## src/rtl/uart_rx_param.sv

```systemverilog
// Parametrised UART receiver: configurable data bits, parity, stop bits and oversampling,
// registered valid/ready output with frame/parity/overrun flags. Optional macro UART_RX_MAJORITY_EN.
module uart_rx_param #(
    parameter int CLK_FREQ   = 50000000,
    parameter int BAUD       = 115200,
    parameter int OVERSAMPLE = 16,
    parameter int DATA_BITS  = 8,
    parameter int PARITY     = 0,
    parameter int STOP_BITS  = 1
) (
    input  logic                 clk,
    input  logic                 rst,
    input  logic                 rx,
    output logic [DATA_BITS-1:0] data_out,
    output logic                 data_valid,
    input  logic                 data_ready,
    output logic                 frame_err,
    output logic                 parity_err,
    output logic                 overrun_err,
    output logic                 busy
);

    localparam int DIV   = CLK_FREQ / (BAUD * OVERSAMPLE);
    localparam int DIV_W = (DIV > 1) ? $clog2(DIV) : 1;
    localparam int SC_W  = $clog2(OVERSAMPLE);
    localparam int BI_W  = $clog2(DATA_BITS + 1);
`ifdef UART_RX_MAJORITY_EN
    // Decisions wait one extra tick so the vote window is centred on the nominal point.
    localparam int START_PT = OVERSAMPLE / 2;
`else
    localparam int START_PT = OVERSAMPLE / 2 - 1;
`endif

    typedef enum logic [2:0] {S_IDLE, S_START, S_DATA, S_PARITY, S_STOP} state_t;

    state_t               state, state_d;
    logic                 rx_m, rx_s, rx_d;
    logic [DIV_W-1:0]     div_cnt;
    logic [SC_W-1:0]      sample_cnt;
    logic [BI_W-1:0]      bit_idx;
    logic                 stop_idx;
    logic [DATA_BITS-1:0] shift_p0;
    logic                 frame_lat, par_err_lat;
    logic                 tick, fall, bit_val;
    logic                 at_start_pt, at_bit_pt, last_data, last_stop, complete;

    always_ff @(posedge clk or negedge rst) begin
        if (!rst) begin
            rx_m <= 1'b1;
            rx_s <= 1'b1;
            rx_d <= 1'b1;
        end else begin
            rx_m <= rx;
            rx_s <= rx_m;
            rx_d <= rx_s;
        end
    end

    assign fall = rx_d & ~rx_s;

    always_ff @(posedge clk or negedge rst) begin
        if (!rst)
            div_cnt <= '0;
        else if (state == S_IDLE || div_cnt == DIV_W'(DIV - 1))
            div_cnt <= '0;
        else
            div_cnt <= div_cnt + 1'b1;
    end

    assign tick = (state != S_IDLE) && (div_cnt == DIV_W'(DIV - 1));

`ifdef UART_RX_MAJORITY_EN
    logic [1:0] hist;
    always_ff @(posedge clk) begin
        if (tick)
            hist <= {hist[0], rx_s};
    end
    assign bit_val = (hist[1] & hist[0]) | (hist[1] & rx_s) | (hist[0] & rx_s);
`else
    assign bit_val = rx_s;
`endif

    assign at_start_pt = (sample_cnt == SC_W'(START_PT));
    assign at_bit_pt   = (sample_cnt == SC_W'(OVERSAMPLE - 1));
    assign last_data   = (bit_idx == BI_W'(DATA_BITS - 1));
    assign last_stop   = (stop_idx == 1'(STOP_BITS - 1));

    always_ff @(posedge clk or negedge rst) begin
        if (!rst)
            state <= S_IDLE;
        else
            state <= state_d;
    end

    always_comb begin
        state_d  = state;
        complete = 1'b0;
        case (state)
            S_IDLE:   if (fall) state_d = S_START;
            S_START:  if (tick && at_start_pt) state_d = bit_val ? S_IDLE : S_DATA;
            S_DATA:   if (tick && at_bit_pt && last_data)
                          state_d = (PARITY != 0) ? S_PARITY : S_STOP;
            S_PARITY: if (tick && at_bit_pt) state_d = S_STOP;
            S_STOP:   if (tick && at_bit_pt && last_stop) begin
                          state_d  = S_IDLE;
                          complete = 1'b1;
                      end
            default:  state_d = S_IDLE;
        endcase
    end

    // Bit counters and error latches, advanced on ticks
    always_ff @(posedge clk or negedge rst) begin
        if (!rst) begin
            sample_cnt  <= '0;
            bit_idx     <= '0;
            stop_idx    <= 1'b0;
            frame_lat   <= 1'b0;
            par_err_lat <= 1'b0;
        end else if (state == S_IDLE) begin
            sample_cnt  <= '0;
            bit_idx     <= '0;
            stop_idx    <= 1'b0;
            frame_lat   <= 1'b0;
            par_err_lat <= 1'b0;
        end else if (tick) begin
            if (state == S_START)
                sample_cnt <= at_start_pt ? '0 : sample_cnt + 1'b1;
            else
                sample_cnt <= at_bit_pt ? '0 : sample_cnt + 1'b1;
            if (at_bit_pt) begin
                case (state)
                    S_DATA:   bit_idx <= bit_idx + 1'b1;
                    S_PARITY: par_err_lat <= (((^shift_p0) ^ bit_val) != (PARITY == 1));
                    S_STOP: begin
                        frame_lat <= frame_lat | ~bit_val;
                        stop_idx  <= stop_idx + 1'b1;
                    end
                    default: ;
                endcase
            end
        end
    end

    always_ff @(posedge clk) begin
        if (tick && at_bit_pt && state == S_DATA)
            shift_p0 <= {bit_val, shift_p0[DATA_BITS-1:1]};
    end

    // Output word register: loads on completion unless an unaccepted word is still held
    always_ff @(posedge clk or negedge rst) begin
        if (!rst) begin
            data_out    <= '0;
            data_valid  <= 1'b0;
            frame_err   <= 1'b0;
            parity_err  <= 1'b0;
            overrun_err <= 1'b0;
        end else begin
            overrun_err <= 1'b0;
            if (complete && (!data_valid || data_ready)) begin
                data_out   <= shift_p0;
                frame_err  <= frame_lat | ~bit_val;
                parity_err <= par_err_lat;
                data_valid <= 1'b1;
            end else begin
                if (complete)
                    overrun_err <= 1'b1;
                if (data_valid && data_ready)
                    data_valid <= 1'b0;
            end
        end
    end

    assign busy = (state != S_IDLE);

endmodule

```

## config.mk

```make
export PLATFORM = sky130hd
export DESIGN_NAME = uart_rx_param
export DESIGN_NICKNAME = d
export VERILOG_FILES = /design/src/rtl/uart_rx_param.sv
export SDC_FILE = /design/constraint.sdc
export NUM_CORES = 1
export LEC_CHECK = 0
export ABC_AREA = 1
export BUFFER_PORTS_ARGS = -buffer_cell sky130_fd_sc_hd__clkbuf_2
export CAP_MARGIN = 15
export CORE_UTILIZATION = 53
export CTS_CLUSTER_SIZE = 20
export DETAILED_ROUTE_END_ITERATION = 6
export PLACE_DENSITY = 0.81
export SYNTH_ARGS = -nofsm -noshare
export SYNTH_HDL_FRONTEND = slang
export SYNTH_SLANG_ARGS = --single-unit
```

## constraint.sdc

```tcl
create_clock -name clk -period 1.48 [get_ports clk]
set_input_delay 0.074 -clock clk [delete_from_list [all_inputs] [get_ports clk]]
set_output_delay 0.074 -clock clk [all_outputs]
set_load 0.01 [all_outputs]
```

==> flow_summary_export.csv, run 1 <==
group,metric,value,unit
timing,hold_ws,0.1237,ns
clocking,htreeDepth,2,
global_route,grt_antenna_before_repair,0,
yosys,ys_ff_latch,42,
yosys,synth_edf_count,8,
placed_design,gp_congestion,0.9572,
floorplanning,die_x,64.17,um
timing,finalCritPeriodShare,105.4,%
clocking,cts_root_buf,"clkbuf_8",
timing,worst_pin_slew,0.5465,ns
hold_path,hp-class,"in -> reg",
power,pwr_density_cell,1259,nW/um2
placed_design,port_buffers,16,
layout,finalNetCount,273,
critical_path,startpoint,"div_cnt[0]",
timing,hold_viol,0,
timing,fmax,0.6411,GHz
critical_path,critical_path_class,"reg -> reg",
routing,routed_wl,4346,um
timing,finalSetupTns,-1.307,ns
layout,layout-drive-gt1-share,34.21,%
layout,num_antenna_cells,0,
yosys,synthCells,227,
hold_path,hold_path_startpoint,"data_ready",
routing,drc,0,
global_route,grt_pass1_vias,1591,
outcome,violations,"negative setup slack",
routing,ant_nets,0,
yosys,synth_ff_type,"dfrtp_1",
yosys,synthesis.nets,235,
routing,drt-pass1-iter-count,4,
placed_design,pre_cts_ws,-0.09259,ns
floorplanning,fp-row-count,22,
floorplanning,fp.dieH,64.17,um
power,vdd_drop_max,0.7359,mV
global_route,grt_first_pass_wirelength,7100,um
clocking,clk_latency,0.30,ns
routing,wl_per_cell,13.84,um
critical_path,cp-end-kind,"register",
global_route,track_usage,22.90,%
power,power_leakage,1.229,nW
yosys,syn_avg_cell_area,9.023,um2
critical_path,worst-path-max-fanout,21,
critical_path,r2r-start,"div_cnt[0]",
outcome,status,"complete, but fails checks",
global_route,grt_overflow,0,
timing,setup_slack,-0.07984,ns
yosys,yosys_warnings,0,
critical_path,crit_arrival,1.75,ns
yosys,ys_seq_area_share,53.45,%
layout,seqCellArea,1097,um2
floorplanning,start_util,55.53,%
floorplanning,io_pins,17,
yosys,syn_area,2048,um2
floorplanning,core-area,3689,um2
layout,multi_input_area,888.4,um2
timing,relSlewSlack,63.57,%
layout,final_core_util,67.37,%
routing,avgViaCountPerCell,5.325,
yosys,async_flop_share,80.95,%
timing,fin_crit,1.560,ns
routing,dr.first_iter.drc_count,99,
run,drv_cap,0,
placed_design,dp_hpwl,2765,um
clocking,cts_tree,"done",
clocking,cts_buffer_depth,2,
clocking,clock-sinks,42,
timing,rsz0062_at_grt,"yes",
clocking,numCtsBuffers,5,
power,finalPower,3.129,mW
yosys,synth.distinct_cells,29,
critical_path,required,1.67,ns
layout,fill_cells,282,
layout,area_growth,21.32,%
routing,vias,1672,
critical_path,worstSetupStartpointType,"register",
floorplanning,dieArea,4117,um2
timing,finalSetupViolations,27,
timing,drv_slew,0,
global_route,grt_max_degree,22,
timing,fin_skew,0.007323,ns
clocking,clkSlewWorstSetupHoldPaths,0.08,ns
==> where the power goes <==
part / leakage (nW) / switching (mW) / total (mW) / internal, mW
combinational: 0.662 / 0.662 / 1.03 / 0.365
sequential: 0.525 / 0.118 / 1.40 / 1.28
clock: 0.0426 / 0.376 / 0.700 / 0.324
==> critical path, cell delays in order, from the launching register on <==
cell and delay [ns]:
dfrtp_1 0.39, inv_1 0.06, ha_2 0.18, nand2_2 0.07, nor2_4 0.15, nand4_2 0.14, inv_2 0.08, nand3_2 0.07
buf_12 0.17, nand2_1 0.08, o21ai_2 0.05
==> layout make-up <==
| class | instances | area share, % |
|---|---|---|
| sequential | 42 | 44.16 |
| multi-input combinational | 152 | 35.75 |
| timing repair buffer | 33 | 9.366 |
| inverter | 30 | 4.733 |
| clock buffer | 6 | 2.920 |
| tap | 48 | 2.417 |
| clock inverter | 2 | 0.3525 |
| timing repair inverter | 1 | 0.3021 |
==> repair_timing <==
item | 4_1_cts | 5_1_grt
buffers inserted | 1 | 1
setup endpoints to repair | 25 | 38
cloned | 1 | 0
hold buffers | 2 | 0
pin swaps | 0 | 1
gates resized for setup | 7 | 22
endpoints found under the hold margin | 17 | 0
==> Yosys cell counts, types with 2 or more instances <==
library cell	number	area, um2
nand2_1	60	225.2
dfrtp_1	31	775.7
inv_1	27	101.4
nor2_1	16	60.06
nand3_1	13	65.06
o21ai_2	10	87.58
nand2_2	9	56.30
edfxtp_1	8	240.2
nand4_1	8	50.05
o21ai_0	5	25.02
o21ai_1	5	25.02
a21oi_1	4	20.02
ha_1	4	50.05
dfstp_2	3	78.83
inv_2	3	11.26
xor2_1	3	26.28
buf_6	2	22.52
nor2_2	2	12.51
nor3_1	2	10.01
or2_2	2	12.51
xnor2_1	2	17.52
==> stage by stage <==
step	cell area, um2	std cells
2_1_floorplan	2056	227
3_5_place_dp	2276	301
3_3_place_gp	2276	301
4_1_cts	2416	313
6_report	2485	314
5_1_grt	2485	314
==> cell usage in the layout (no fill, tap or decap), types with 3 or more instances in the layout <==
cell type,instances
nor2_1,12
nor2_2,3
buf_4,12
o21ai_1,4
clkbuf_2,16
xor2_1,3
clkbuf_8,5
edfxtp_1,8
o21ai_2,11
nand2_1,54
inv_2,5
o21ai_0,4
nand4_1,8
dfrtp_1,29
nand3_1,13
nand2_2,13
dfstp_2,3
inv_1,23
nor2_4,4
a21oi_1,4
==> cells by family (layout without fill, tap and decap cells) <==
kind of cell,Yosys count,count (layout),synth area share [%]
and+or+nand+nor,116,116,25.96
AOI/OAI and AO/OA,26,26,8.552
muxes,1,1,0.4887
adders and majority gates,4,4,2.444
buffers and inverters,33,72,6.964
DFF,42,42,53.45
xor gates and xnor gates,5,5,2.138
==> final timing paths <==
| kind | end | slack [ns] | cells after the start |
|---|---|---|---|
| max | data_out[6] | -0.08 | 10 |
| max reg2reg | data_out[6] | -0.08 | 10 |
| min in group asynchronous | state[2] | 0.29 | 2 |
| max in group asynchronous | data_out[7] | 0.68 | 3 |
| min reg2reg | bit_val | 0.36 | 0 |
| min | data_valid | 0.12 | 4 |
==> flip-flops by register name, indices dropped and copies added, names as in the netlist <==
name         flops
data_out         8
shift_p0         8
div_cnt          5
bit_idx          4
sample_cnt       4
state            3
bit_val          1
data_valid       1
frame_err        1
frame_lat        1
overrun_err      1
par_err_lat      1
parity_err       1
rx_d             1
rx_m             1
stop_idx         1
==> routing by layer <==
layer / wire length (um) / track usage (%) / vias up
met5: 0 / 0 / -
met4: 202 / 12.50 / 0
met3: 217 / 4.464 / 18
met2: 2172 / 37.23 / 59
met1: 1753 / 28.64 / 788
li1: - / - / 807
Note: power is estimated with default switching activity, not from simulation.
==> run 2: changes to the inputs <==
--- a/config.mk
+++ b/config.mk
@@ -8,10 +8,11 @@
 export ABC_AREA = 1
 export BUFFER_PORTS_ARGS = -buffer_cell sky130_fd_sc_hd__clkbuf_2
 export CAP_MARGIN = 15
+export CORE_MARGIN = 2
 export CORE_UTILIZATION = 53
 export CTS_CLUSTER_SIZE = 20
 export DETAILED_ROUTE_END_ITERATION = 6
-export PLACE_DENSITY = 0.81
+export PLACE_DENSITY = 0.75
 export SYNTH_ARGS = -nofsm -noshare
 export SYNTH_HDL_FRONTEND = slang
 export SYNTH_SLANG_ARGS = --single-unit
==> run 2 against run 1 <==
The flow still finishes with violations (negative setup slack). Critical path depth shrank 1. Via count decreased by 6.0%. Non-clock buffer count is 7 higher. First-iteration DRC count shrank 18%. Power increased by 1.9%. Combinational power is 5% higher. Clock skew fell by 0.0017 ns. Final area rose by 1.8%. Critical endpoint is now bit_idx[1].
==> flow_summary_export.csv, run 2 (synthesized netlist as in run 1, its figures left out) <==
group,metric,value,unit
layout,num_antenna_cells,0,
power,power_leakage,1.269,nW
routing,ant_nets,0,
power,p_clk_share,22.7,%
global_route,track_usage,20.22,%
global_route,grt_pass1_vias,1541,
floorplanning,dieArea,4378,um2
critical_path,path_cells,"inv_1 > ha_2 > nand2_2 > nor2_4 > nand2_2 > buf_6 > a21boi_4 > buf_4 > o21ai_1",
routing,drt-pass1-iter-count,4,
timing,setup_slack,-0.1185,ns
floorplanning,die_x,66.17,um
hold_path,hp-class,"in -> reg",
outcome,status,"complete, but fails checks",
routing,routed_wl,3755,um
layout,finalNetCount,280,
clocking,cts_buffer_depth,2,
power,combinationalPowerShare,34.0,%
layout,layout_commonest_cell,"nand2_1",
timing,fin_crit,1.598,ns
critical_path,worstSetupStartpointType,"register",
global_route,grt_antenna_before_repair,0,
global_route,gr-usage-met1,25.92,%
power,vdd_drop_max,0.6556,mV
timing,rsz0062_at_grt,"yes",
layout,multi_input_area,878.3,um2
layout,top_regs,"data_out (8), shift_p0 (8), div_cnt (5)",
timing,hold_ws,0.1064,ns
timing,relSlewSlack,67.95,%
placed_design,dp_hpwl,2573,um
clocking,htreeDepth,2,
global_route,grt_first_pass_wirelength,6637,um
placed_design,gp_congestion,0.8831,
timing,drv_slew,0,
power,sw_frac_of_total,35.00,%
global_route,grt_max_degree,35,
timing,hold_viol,0,
timing,fmax,0.6256,GHz
floorplanning,fp.dieH,66.17,um
routing,vias,1572,
timing,finalCritPeriodShare,108.0,%
floorplanning,core-area,3689,um2
critical_path,required,1.67,ns
critical_path,critical_path_class,"reg -> reg",
global_route,grt_overflow,0,
clocking,clock-sinks,42,
critical_path,rr_worst_depth,9,
global_route,use_met3,6.133,%
routing,drc,0,
timing,finalSetupViolations,27,
clocking,cts_tree,"done",
placed_design,port_buffers,16,
run,drv_cap,0,
global_route,grt-busiest-layer,"met2",
power,pwr_density_cell,1260,nW/um2
power,p_switching,1.116,mW
critical_path,worst_path_largest_cell_delay,0.39,ns
timing,worst_pin_slew,0.4770,ns
critical_path,cp-end-kind,"register",
layout,final_cell_mix,"54 x nand2_1, 31 x dfrtp_1, 23 x inv_1",
layout,seqCellArea,1095,um2
global_route,globalRouteMet2Util,31.00,%
clocking,numCtsBuffers,5,
routing,wl_per_cell,11.70,um
floorplanning,start_util,55.53,%
routing,dr.first_iter.drc_count,81,
power,power.internal,2.072,mW
critical_path,worst-path-max-fanout,6,
floorplanning,io_pins,17,
clocking,clkSlewWorstSetupHoldPaths,0.08,ns
power,seqPwrFrac,43.2,%
layout,fill_cells,281,
hold_path,holdPathStages,4,
outcome,violations,"negative setup slack",
critical_path,cpMostUsedCell,"nand2_2",
routing,avgViaCountPerCell,4.897,
timing,fin_skew,0.005646,ns
floorplanning,fp-row-count,22,
layout,final_core_util,68.59,%
critical_path,crit_arrival,1.79,ns
layout,layout-drive-gt1-share,34.80,%
timing,finalSetupTns,-1.593,ns
critical_path,slowest_stage,"dfrtp_1",
layout,area_growth,23.52,%
clocking,cts_root_buf,"clkbuf_8",
clocking,clk_latency,0.30,ns
-- run 2: area by class of cell --
class	count	share of cell area, %
tap	48	2.374
sequential	42	43.27
timing repair inverter	1	0.2967
multi-input combinational	152	34.72
clock buffer	6	2.868
inverter	30	4.649
timing repair buffer	40	11.28
clock inverter	2	0.5440
-- run 2: per-layer routing --
metal,up-vias,part of all wire (%)
met5,-,0
met4,0,2.4
met3,9,3.7
met2,29,45
met1,716,48
li1,818,-
-- run 2: final timing paths --
path / slack, ns / start / endpoint
setup / recovery: -0.12 / div_cnt[0] / bit_idx[1]
hold / removal: 0.11 / data_ready / data_valid
setup reg to reg: -0.12 / div_cnt[0] / bit_idx[1]
hold reg to reg: 0.36 / rx_m / bit_val
max in group asynchronous: 0.81 / rst / rx_d
min in group asynchronous: 0.34 / rst / sample_cnt[3]
-- run 2: worst max-delay path, delay by kind of cell (launching register included) --
family | cells | cell delay (ns)
AO/OA/AOI/OAI | 2 | 0.25
adder cells (fa/ha/maj) | 1 | 0.18
buffers and inverters | 3 | 0.33
flip-flops | 1 | 0.39
AND/OR/NAND/NOR | 3 | 0.33
-- run 2: power groups by stage --
stage | Combinational, mW | Clock, mW | Sequential, mW
floorplan | 0.586 | 0 | 1.38
global placement | 0.803 | 0 | 1.39
detailed placement | 0.814 | 0 | 1.39
CTS | 0.890 | 0.752 | 1.37
global route | 1.21 | 0.800 | 1.40
finish | 1.08 | 0.725 | 1.38
-- run 2: what timing repair did --
item	4_1_cts	5_1_grt
pin swaps	0	6
endpoints found under the setup margin	25	37
buffers inserted	3	7
cloned	1	0
endpoints found under the hold margin	32	0
gates resized for setup	11	14
hold buffers	2	0
-- run 2: per-stage QoR --
step / cells / total power, mW / cell area [um2] / worst slack (ns)
after global routing: 321 / 3.405 / 2530 / -0.2151
final: 321 / 3.188 / 2530 / -0.1185
after detailed placement: 300 / 2.203 / 2268 / -0.06378
after floorplan: 227 / 1.969 / 2056 / 0.009200
after global placement: 300 / 2.191 / 2268 / -0.02743
after CTS: 314 / 3.007 / 2437 / -0.04049
